===== src/rtl/wb_pkg.sv =====
// Shared encodings for the write-back select stage: source select, load type
// and the two-state memory-wait controller.
package wb_pkg;

  typedef enum logic [2:0] {
    SEL_ALU  = 3'b000,
    SEL_LINK = 3'b001,
    SEL_LOAD = 3'b010,
    SEL_CP0  = 3'b011,
    SEL_HI   = 3'b100,
    SEL_LO   = 3'b101
  } sel_e;

  typedef enum logic [2:0] {
    LD_W  = 3'b000,
    LD_H  = 3'b001,
    LD_HU = 3'b010,
    LD_B  = 3'b011,
    LD_BU = 3'b100
  } ld_type_e;

  typedef enum logic {
    ST_IDLE     = 1'b0,
    ST_WAIT_MEM = 1'b1
  } state_e;

endpackage


===== src/rtl/wb_select_stage_load_align.sv =====
// Little-endian load data alignment with sign/zero extension to DATA_W.
module load_align
  import wb_pkg::*;
#(
  parameter int DATA_W = 32,
  localparam int OFF_W = $clog2(DATA_W / 8)
) (
  input  logic [2:0]        ld_type,
  input  logic [OFF_W-1:0]  ld_off,
  input  logic [DATA_W-1:0] rdata,
  output logic [DATA_W-1:0] data
);

  logic [7:0]       w_byte;
  logic [15:0]      w_half;
  logic [31:0]      w_word;
  logic [OFF_W-1:0] w_half_off;

  // Halfword offsets are forced even; bit 0 of the address is ignored.
  assign w_half_off = {ld_off[OFF_W-1:1], 1'b0};
  assign w_byte     = rdata[8*ld_off +: 8];
  assign w_half     = rdata[8*w_half_off +: 16];

  if (DATA_W == 64) begin : g_word64
    assign w_word = rdata[32*ld_off[OFF_W-1] +: 32];
  end else begin : g_word32
    assign w_word = rdata[31:0];
  end

  always_comb begin
    case (ld_type_e'(ld_type))
      LD_H:    data = DATA_W'(signed'(w_half));
      LD_HU:   data = DATA_W'(w_half);
      LD_B:    data = DATA_W'(signed'(w_byte));
      LD_BU:   data = DATA_W'(w_byte);
      default: data = DATA_W'(signed'(w_word));
    endcase
  end

endmodule


===== src/rtl/wb_select_stage.sv =====
// Write-back source select: picks the result for the register file and holds
// a single outstanding load until the data memory answers.
module wb_select_stage
  import wb_pkg::*;
#(
  parameter int DATA_W   = 32,
  parameter int ADDR_W   = 5,
  parameter int LINK_OFF = 8,
  localparam int OFF_W   = $clog2(DATA_W / 8)
) (
  input  logic              clk,
  input  logic              resetn,
  input  logic              in_valid,
  output logic              in_ready,
  input  logic [2:0]        in_sel,
  input  logic              in_wen,
  input  logic [ADDR_W-1:0] in_waddr,
  input  logic [DATA_W-1:0] alu_r,
  input  logic [DATA_W-1:0] pc,
  input  logic [DATA_W-1:0] cp0_d,
  input  logic [DATA_W-1:0] hi,
  input  logic [DATA_W-1:0] lo,
  input  logic [2:0]        ld_type,
  input  logic [OFF_W-1:0]  ld_off,
  input  logic              dm_rvalid,
  input  logic [DATA_W-1:0] dm_rdata,
  output logic              rf_wen,
  output logic [ADDR_W-1:0] rf_waddr,
  output logic [DATA_W-1:0] rf_wdata,
  output logic              busy
);

  state_e            r_state, w_state_nxt;
  logic              r_ld_wen;
  logic [ADDR_W-1:0] r_ld_waddr;
  logic [2:0]        r_ld_type;
  logic [OFF_W-1:0]  r_ld_off;

  logic              w_wait, w_xfer, w_is_load, w_latch;
  logic              w_do_write, w_wr_wen;
  logic [ADDR_W-1:0] w_wr_addr;
  logic [DATA_W-1:0] w_wr_data, w_sel_data, w_aligned;
  logic [2:0]        w_al_type;
  logic [OFF_W-1:0]  w_al_off;

  assign w_wait    = (r_state == ST_WAIT_MEM);
  assign busy      = w_wait;
  assign in_ready  = !w_wait || dm_rvalid;
  assign w_xfer    = in_valid && in_ready;
  assign w_is_load = (sel_e'(in_sel) == SEL_LOAD);

  // A pending load aligns with its latched fields; otherwise use the live ones.
  assign w_al_type = w_wait ? r_ld_type : ld_type;
  assign w_al_off  = w_wait ? r_ld_off  : ld_off;

  load_align #(.DATA_W(DATA_W)) u_load_align (
    .ld_type (w_al_type),
    .ld_off  (w_al_off),
    .rdata   (dm_rdata),
    .data    (w_aligned)
  );

  always_comb begin
    case (sel_e'(in_sel))
      SEL_ALU:  w_sel_data = alu_r;
      SEL_LINK: w_sel_data = pc + DATA_W'(LINK_OFF);
      SEL_LOAD: w_sel_data = w_aligned;
      SEL_CP0:  w_sel_data = cp0_d;
      SEL_HI:   w_sel_data = hi;
      SEL_LO:   w_sel_data = lo;
      default:  w_sel_data = '0;
    endcase
  end

  // NOTE: every always_comb output gets a default first so no path infers a latch.
  always_comb begin
    w_state_nxt = r_state;
    w_do_write  = 1'b0;
    w_wr_wen    = 1'b0;
    w_wr_addr   = in_waddr;
    w_wr_data   = w_sel_data;
    w_latch     = 1'b0;
    if (w_wait) begin
      // The returning load owns the write port; dm_rvalid belongs to it, so a
      // load accepted alongside it must wait for its own response.
      if (dm_rvalid) begin
        w_do_write  = 1'b1;
        w_wr_wen    = r_ld_wen;
        w_wr_addr   = r_ld_waddr;
        w_wr_data   = w_aligned;
        w_state_nxt = ST_IDLE;
      end
      if (w_xfer && w_is_load) begin
        w_latch     = 1'b1;
        w_state_nxt = ST_WAIT_MEM;
      end
    end else if (w_xfer) begin
      if (w_is_load && !dm_rvalid) begin
        w_latch     = 1'b1;
        w_state_nxt = ST_WAIT_MEM;
      end else begin
        w_do_write = 1'b1;
        w_wr_wen   = in_wen;
      end
    end
  end

  // NOTE: sequential state uses non-blocking assignments so all registers
  // update together from pre-edge values.
  always_ff @(posedge clk or negedge resetn) begin
    if (!resetn) begin
      r_state    <= ST_IDLE;
      r_ld_wen   <= 1'b0;
      r_ld_waddr <= '0;
      r_ld_type  <= '0;
      r_ld_off   <= '0;
      rf_wen     <= 1'b0;
      rf_waddr   <= '0;
      rf_wdata   <= '0;
    end else begin
      r_state <= w_state_nxt;
      rf_wen  <= w_do_write && w_wr_wen && (w_wr_addr != '0);
      if (w_do_write) begin
        rf_waddr <= w_wr_addr;
        rf_wdata <= w_wr_data;
      end
      if (w_latch) begin
        r_ld_wen   <= in_wen;
        r_ld_waddr <= in_waddr;
        r_ld_type  <= ld_type;
        r_ld_off   <= ld_off;
      end
    end
  end

endmodule


===== config.mk =====
export PLATFORM = sky130hd
export DESIGN_NAME = wb_select_stage
export DESIGN_NICKNAME = d
export VERILOG_FILES = /design/src/rtl/wb_pkg.sv /design/src/rtl/wb_select_stage_load_align.sv /design/src/rtl/wb_select_stage.sv
export SDC_FILE = /design/constraint.sdc
export NUM_CORES = 1
export LEC_CHECK = 0
export BUFFER_PORTS_ARGS = -buffer_cell sky130_fd_sc_hd__buf_4
export CAP_MARGIN = 20
export CORE_UTILIZATION = 47
export CTS_CLUSTER_DIAMETER = 50
export DETAILED_ROUTE_END_ITERATION = 10
export HOLD_SLACK_MARGIN = 0.1
export PLACE_DENSITY = 0.81
export RECOVER_POWER = 100
export SLEW_MARGIN = 40
export SYNTH_ARGS = -nofsm -noshare
export SYNTH_HDL_FRONTEND = slang
export SYNTH_HIERARCHICAL = 1
export SYNTH_SLANG_ARGS = --single-unit

===== constraint.sdc =====
create_clock -name clk -period 3.5 [get_ports clk]
set_input_delay 0.35 -clock clk [delete_from_list [all_inputs] [get_ports clk]]
set_output_delay 0.35 -clock clk [all_outputs]
set_load 0.02 [all_outputs]

Word level (Yosys, flattened, before mapping):

Index checks and enable logic that the tools add are counted.

* $add $sub $neg: 1
* equal/unequal tests: 9
* shift operators: 2
* multiplexer cells: 23
* reductions and logical operators: 10

Operators by type and width (count)
* $pmux W32 S6: 1
* $pmux W32 S4: 1
* $mux W32: 2
* $add A32 B4 Y32 const B: 1
* $shiftx A32 B6 Y16: 1
* $shiftx A32 B6 Y8: 1
* $mux W1: 15
* $eq A3 B2 Y1 const B: 4
* $mux W5: 2
* $eq A3 B3 Y1 const B: 3
* $eq A3 B1 Y1 const B: 2
* $logic_and A1 B1 Y1: 5
* $reduce_bool A5 Y1: 1
* $logic_not A3 Y1: 1
* $mux W3: 1
* $logic_not A1 Y1: 2
* $mux W2: 1
* $logic_or A1 B1 Y1: 1

* bits in registers: 50
* input bits: 210
* output and inout port bits: 40
* word-level logic and storage cells: 53

Logic depth before layout (Yosys ltp):

* word-level depth: 7
* mapped depth: 13
* gate-level depth less buffers: 10

Hierarchy:

Netlist, hierarchy kept.

By module, submodules not included
* wb_select_stage: times used 1, cells each 512, area an instance 4453.0 µm², sequential area each 1251.2 µm²
* load_align: times used 1, cells each 132, area an instance 789.5 µm², sequential area each 0.0 µm²

Worst setup path before layout:

OpenSTA, ideal clock, no wires.

* path kind: reg2reg
* from: register r_state, in the netlist busy
* to: register rf_wdata[22]
* library setup time: 0.137 ns
* data arrival time: 3.244 ns
* required time: 3.363 ns
* path slack: 0.119 ns
* stages on the path, launching flop included: 13
* buffers on the path: 3
* period minus slack after synthesis: 3.381 ns
* cell sequence: dfrtp_1 -> clkbuf_1 -> mux2_2 -> buf_6 -> mux4_2 -> and2_4 -> o21ai_4 -> buf_6 -> nand2_1 -> mux2_2 -> a221o_1 -> a221oi_1 -> a221oi_1

* cells in the longest elaborated chain, start to end: 6
* elaborated cells between the ends (all ways): 17
* those cells by class: eq/ne (4); shift (2); mux (8); reduce/logical (3)

RTL lines
* start, declared: line wb_select_stage.sv:33 `state_e r_state, w_state_nxt;`
* start signal, assigned: line wb_select_stage.sv:121 `r_state <= w_state_nxt;`
* $mux W2 *: line wb_select_stage.sv:54 `assign w_al_off = w_wait ? r_ld_off : ld_off;`
* net w_al_off[0]: line wb_select_stage.sv:44 `logic [OFF_W-1:0] w_al_off;`
* $shiftx A32 B6 Y8 *: line wb_select_stage_load_align.sv:21 `assign w_byte = rdata[8*ld_off +: 8];`
* $pmux W32 S4 *: line wb_select_stage_load_align.sv:31 `case (ld_type_e'(ld_type))`
* net w_aligned[22]: line wb_select_stage.sv:42 `logic [DATA_W-1:0] w_wr_data, w_sel_data, w_aligned;`
* $pmux W32 S6: line wb_select_stage.sv:64 `case (sel_e'(in_sel))`
* $mux W32: line wb_select_stage.sv:86 `if (dm_rvalid) begin`
* $mux W32 *: line wb_select_stage.sv:83 `if (w_wait) begin`
* end signal, assigned: line wb_select_stage.sv:125 `rf_wdata <= w_wr_data;`
* end, declared: line wb_select_stage.sv:29 `output logic [DATA_W-1:0] rf_wdata,`

The timed path passes the listed nets; every way through them passes the cells marked *.
A chain may end at the register's enable or synchronous reset.

Worst setup path after layout:

* from: register r_state, in the netlist busy
* to: register rf_wdata[1]

* cells in the longest elaborated chain, start to end: 6
* elaborated cells between the ends (all ways): 17
* those cells by class: eq/ne (4); shift (2); mux (8); reduce/logical (3)

RTL lines
* $mux W3 *: line wb_select_stage.sv:53 `assign w_al_type = w_wait ? r_ld_type : ld_type;`
* net w_al_type[1]: line wb_select_stage.sv:43 `logic [2:0] w_al_type;`
* $eq A3 B3 Y1 (tied with other cells): line wb_select_stage_load_align.sv:31
* $pmux W32 S4 *: line wb_select_stage_load_align.sv:31
* net w_aligned[1]: line wb_select_stage.sv:42
* $pmux W32 S6: line wb_select_stage.sv:64
* $mux W32: line wb_select_stage.sv:86
* $mux W32 *: line wb_select_stage.sv:83

Marked as above.

==> results.sh <==
export IMPL_synth_area_per_cell_sq_um=8.14
export IMPL_cts_tree="yes"
export IMPL_critPathArrivalTime_ns=3.46
export IMPL_postCtsResizedCells=0
export IMPL_grt_use_met3=0.0805
export IMPL_gp_congestion=1.03
export IMPL_yosysTopAreaCell="dfrtp_1"
export IMPL_grtUsageMet2=0.645
export IMPL_cts_sinks=50
export IMPL_yosys_warnings=6
export IMPL_cts_buffer_depth=2
export IMPL_yosysMostFrequentCell="nand2_1"
export IMPL_synth_seq_cells=50
export IMPL_vdd_drop_max_uv=177
export IMPL_nFillCells=993
export IMPL_critical_path_class="flop to flop"
export IMPL_antenna_left=0
export IMPL_io_pins=250
export IMPL_portBuffers=249
export IMPL_dr_pass1_iters=6
export IMPL_synthesis_nets=855
export IMPL_critPathRequiredTime_ns=3.70
export IMPL_drt_wl_total_mm=22.6
export IMPL_setup_tns_ns=0
export IMPL_via_per_inst=6.41
export IMPL_p_leak_nw=3.15
export IMPL_synthDistinctLibCells=78
export IMPL_rr_worst_depth=9
export IMPL_setup_violations_final=0
export IMPL_synthFlopType="dfrtp_1"
export IMPL_status="finished, violations left"
export IMPL_wl_per_cell_um=22.4
export IMPL_hold_end="r_ld_waddr[3]"
export IMPL_synth_top_area_frac=0.239
export IMPL_fin_area_sq_um=7030
export IMPL_synthTopCellsByArea="dfrtp_1 (24%), nand2_1 (7.2%), mux2_2 (6.2%)"
export IMPL_dieArea_sq_um=11600
export IMPL_dpl_cell_count=997
export IMPL_fin_util=0.648
export IMPL_grt_max_degree=51
export IMPL_max_cap_violations=1
export IMPL_slew_viol_final=41
export IMPL_grt_overflow=0
export IMPL_core_sq_um=10800
export IMPL_worstSkewPairLatency_ns=0.34
export IMPL_crit_fanout=18
export IMPL_finalNonFillerCells=1007
export IMPL_finalHoldViolCount=0
export IMPL_r2r_end="rf_wdata[1]"
export IMPL_dr_first_iter_drc_count=762
export IMPL_relSlewSlack=-0.241
export IMPL_violations="max-capacitance violations, max-slew violations"
export IMPL_powerDensity_nw_per_um2=294
export IMPL_tightest_slew_ns=1.86
export IMPL_track_usage=0.384
export IMPL_grt_pass1_wl_mm=33.4
export IMPL_first_global_vias=6087
export IMPL_die_height_um=108
export IMPL_initial_core_util=0.484
export IMPL_synth_seq_area_share=0.239
export IMPL_final_nets=1076
export IMPL_clk_pin_slew_ns=0.10
export IMPL_fin_crit_ns=3.26
export IMPL_worst_hold_path_type="input pin to flop"
export IMPL_cp_end_kind="flop"
export IMPL_rows=38
export IMPL_hold_depth=2
export IMPL_groute_layer_met1_usage=0.477
export IMPL_async_reset_ff_frac=1.00
export IMPL_finClkSkew_ns=0.0293
export IMPL_drive_gt1_frac=0.323
export IMPL_post_route_period_util=0.931
export IMPL_die_w_um=108
export IMPL_ys_top_cells_by_count="nand2_1 (100), dfrtp_1 (50), nor2_1 (44), a22oi_1 (38), a21oi_1 (34)"
export IMPL_area_delta_synth_final_pct=34.1
export IMPL_hold_start="in_waddr[3]"
export IMPL_synth_edf_count=0
export IMPL_reg2reg_from="busy"
export IMPL_cts_root_buf="clkbuf_8"
export IMPL_placed_area_sq_um=7090
export IMPL_vias=6456
export IMPL_hold_slack_ns=0.277
export IMPL_antenna_found_initial=1
export IMPL_synthesis_area_sq_um=5240
export IMPL_cts_made_buffers=5
export IMPL_synth_cells=644
export IMPL_startpoint_type="flop"
export IMPL_rsz0062_at_grt="false"
export IMPL_r2r_slack_ns=0.24
export IMPL_htreeDepth=2
export IMPL_grt_busiest_layer="met2"
export IMPL_post_route_drc_count=0
export IMPL_fmax_mhz=307
export IMPL_dp_hpwl_mm=17.8
[per-stage QoR]
| step | worst slack [ns] | power [W] |
|---|---|---|
| 6_report | 0.240 | 0.00207 |
| 3_3_place_gp | 0.333 | 0.00173 |
| 3_5_place_dp | 0.263 | 0.00175 |
| 4_1_cts | 0.252 | 0.00211 |
| 5_1_grt | 0.0368 | 0.00216 |
| 2_1_floorplan | 0.119 | 0.00127 |
[state kept, by name, summed over array words and instances (netlist names)]
signal / flops
rf_wen: 1
r_ld_waddr: 5
rf_wdata: 32
r_ld_off: 2
busy: 1
r_ld_type: 3
rf_waddr: 5
r_ld_wen: 1
[report_power, final]
group	leakage (nW)	internal (W)	total [W]	switching, W
Sequential	0.620	0.000674	0.000746	0.0000712
Clock	0.0408	0.000144	0.000369	0.000226
Combinational	2.48	0.000415	0.000953	0.000538
Total	3.15	0.00123	0.00207	0.000835
[cells by family after synthesis]
family,count (synthesis),share of synthesized area
compound gates,204,0.288
xor+xnor,22,0.0368
fa+ha+maj,2,0.00430
buf+inv,60,0.0678
flops,50,0.239
mux,64,0.136
simple gates,242,0.228
[worst max-delay path, stage by stage (launching register included)]
cell and delay, ns:
dfrtp_1 0.44, buf_4 0.22, mux2_2 0.50, or3b_1 0.47, o32a_1 0.27, a221o_1 0.41, mux4_2 0.48, and2_0 0.17
o22ai_1 0.11, o21ai_0 0.08
[routing by layer]
metal	up-vias	wire length, um	part of all wire
met2	458	10700	0.47
li1	2905	-	-
met4	0	940	0.042
met1	3027	8450	0.37
met3	66	2520	0.11
met5	-	0	0
[what timing repair did]
item	4_1_cts	5_1_grt
hold endpoints to repair	50	0
hold buffers	1	0
setup endpoints to repair	0	0
setup buffers	0	0
[cell usage in the layout, fill, tap and decap left out, types with 4 or more instances in the layout]
cell       synthesis  layout
a211oi_1           4       4
a21oi_1           34      34
a221o_1           11      11
a221oi_1          12      12
a22oi_1           38      38
a31oi_1            8       8
a32oi_1            4       4
and3_1             4       4
and4_1             4       4
buf_4              5     223
clkbuf_1          13      44
clkbuf_8           5       5
dfrtp_1           50      50
inv_1              4       4
mux2_2            29      29
mux2i_1           32      32
nand2_1          100     100
nand2b_1           5       5
nand3_1           18      18
nand4_1            6       6
nor2_1            44      44
nor2b_1           11      11
nor3_1            18      18
nor3b_1            5       4
nor4_1             6       6
o211ai_1           7       7
o21ai_0           26      26
o221ai_1           6       6
o22ai_1            7       7
o2bb2ai_1         10      10
o31ai_1            6       6
or4_1              4       4
xnor2_1           12      12
xor2_1            10      10
[layout make-up]
| cell class | count | area (sq um) | share of cell area |
|---|---|---|---|
| Antenna cell | 1 | 2.50 | 0.000356 |
| Clock buffer | 5 | 68.8 | 0.00979 |
| Clock inverter | 3 | 23.8 | 0.00338 |
| Inverter | 5 | 18.8 | 0.00267 |
| Multi-Input combinational cell | 534 | 3630 | 0.517 |
| Sequential cell | 50 | 1250 | 0.178 |
| Tap cell | 140 | 175 | 0.0249 |
| Timing Repair Buffer | 269 | 1850 | 0.264 |
[worst max-delay path by stage]
stage	slack, ns	cells after the start	end	start
after global placement	0.33	9	rf_wdata[1]	busy
after CTS	0.25	9	rf_wdata[1]	busy
after floorplan	0.12	12	rf_wdata[22]	busy
after global routing	0.04	9	rf_wdata[1]	busy
after detailed placement	0.26	9	rf_wdata[1]	busy
final	0.24	9	rf_wdata[1]	busy
Note: power is estimated with default switching activity, not from simulation.
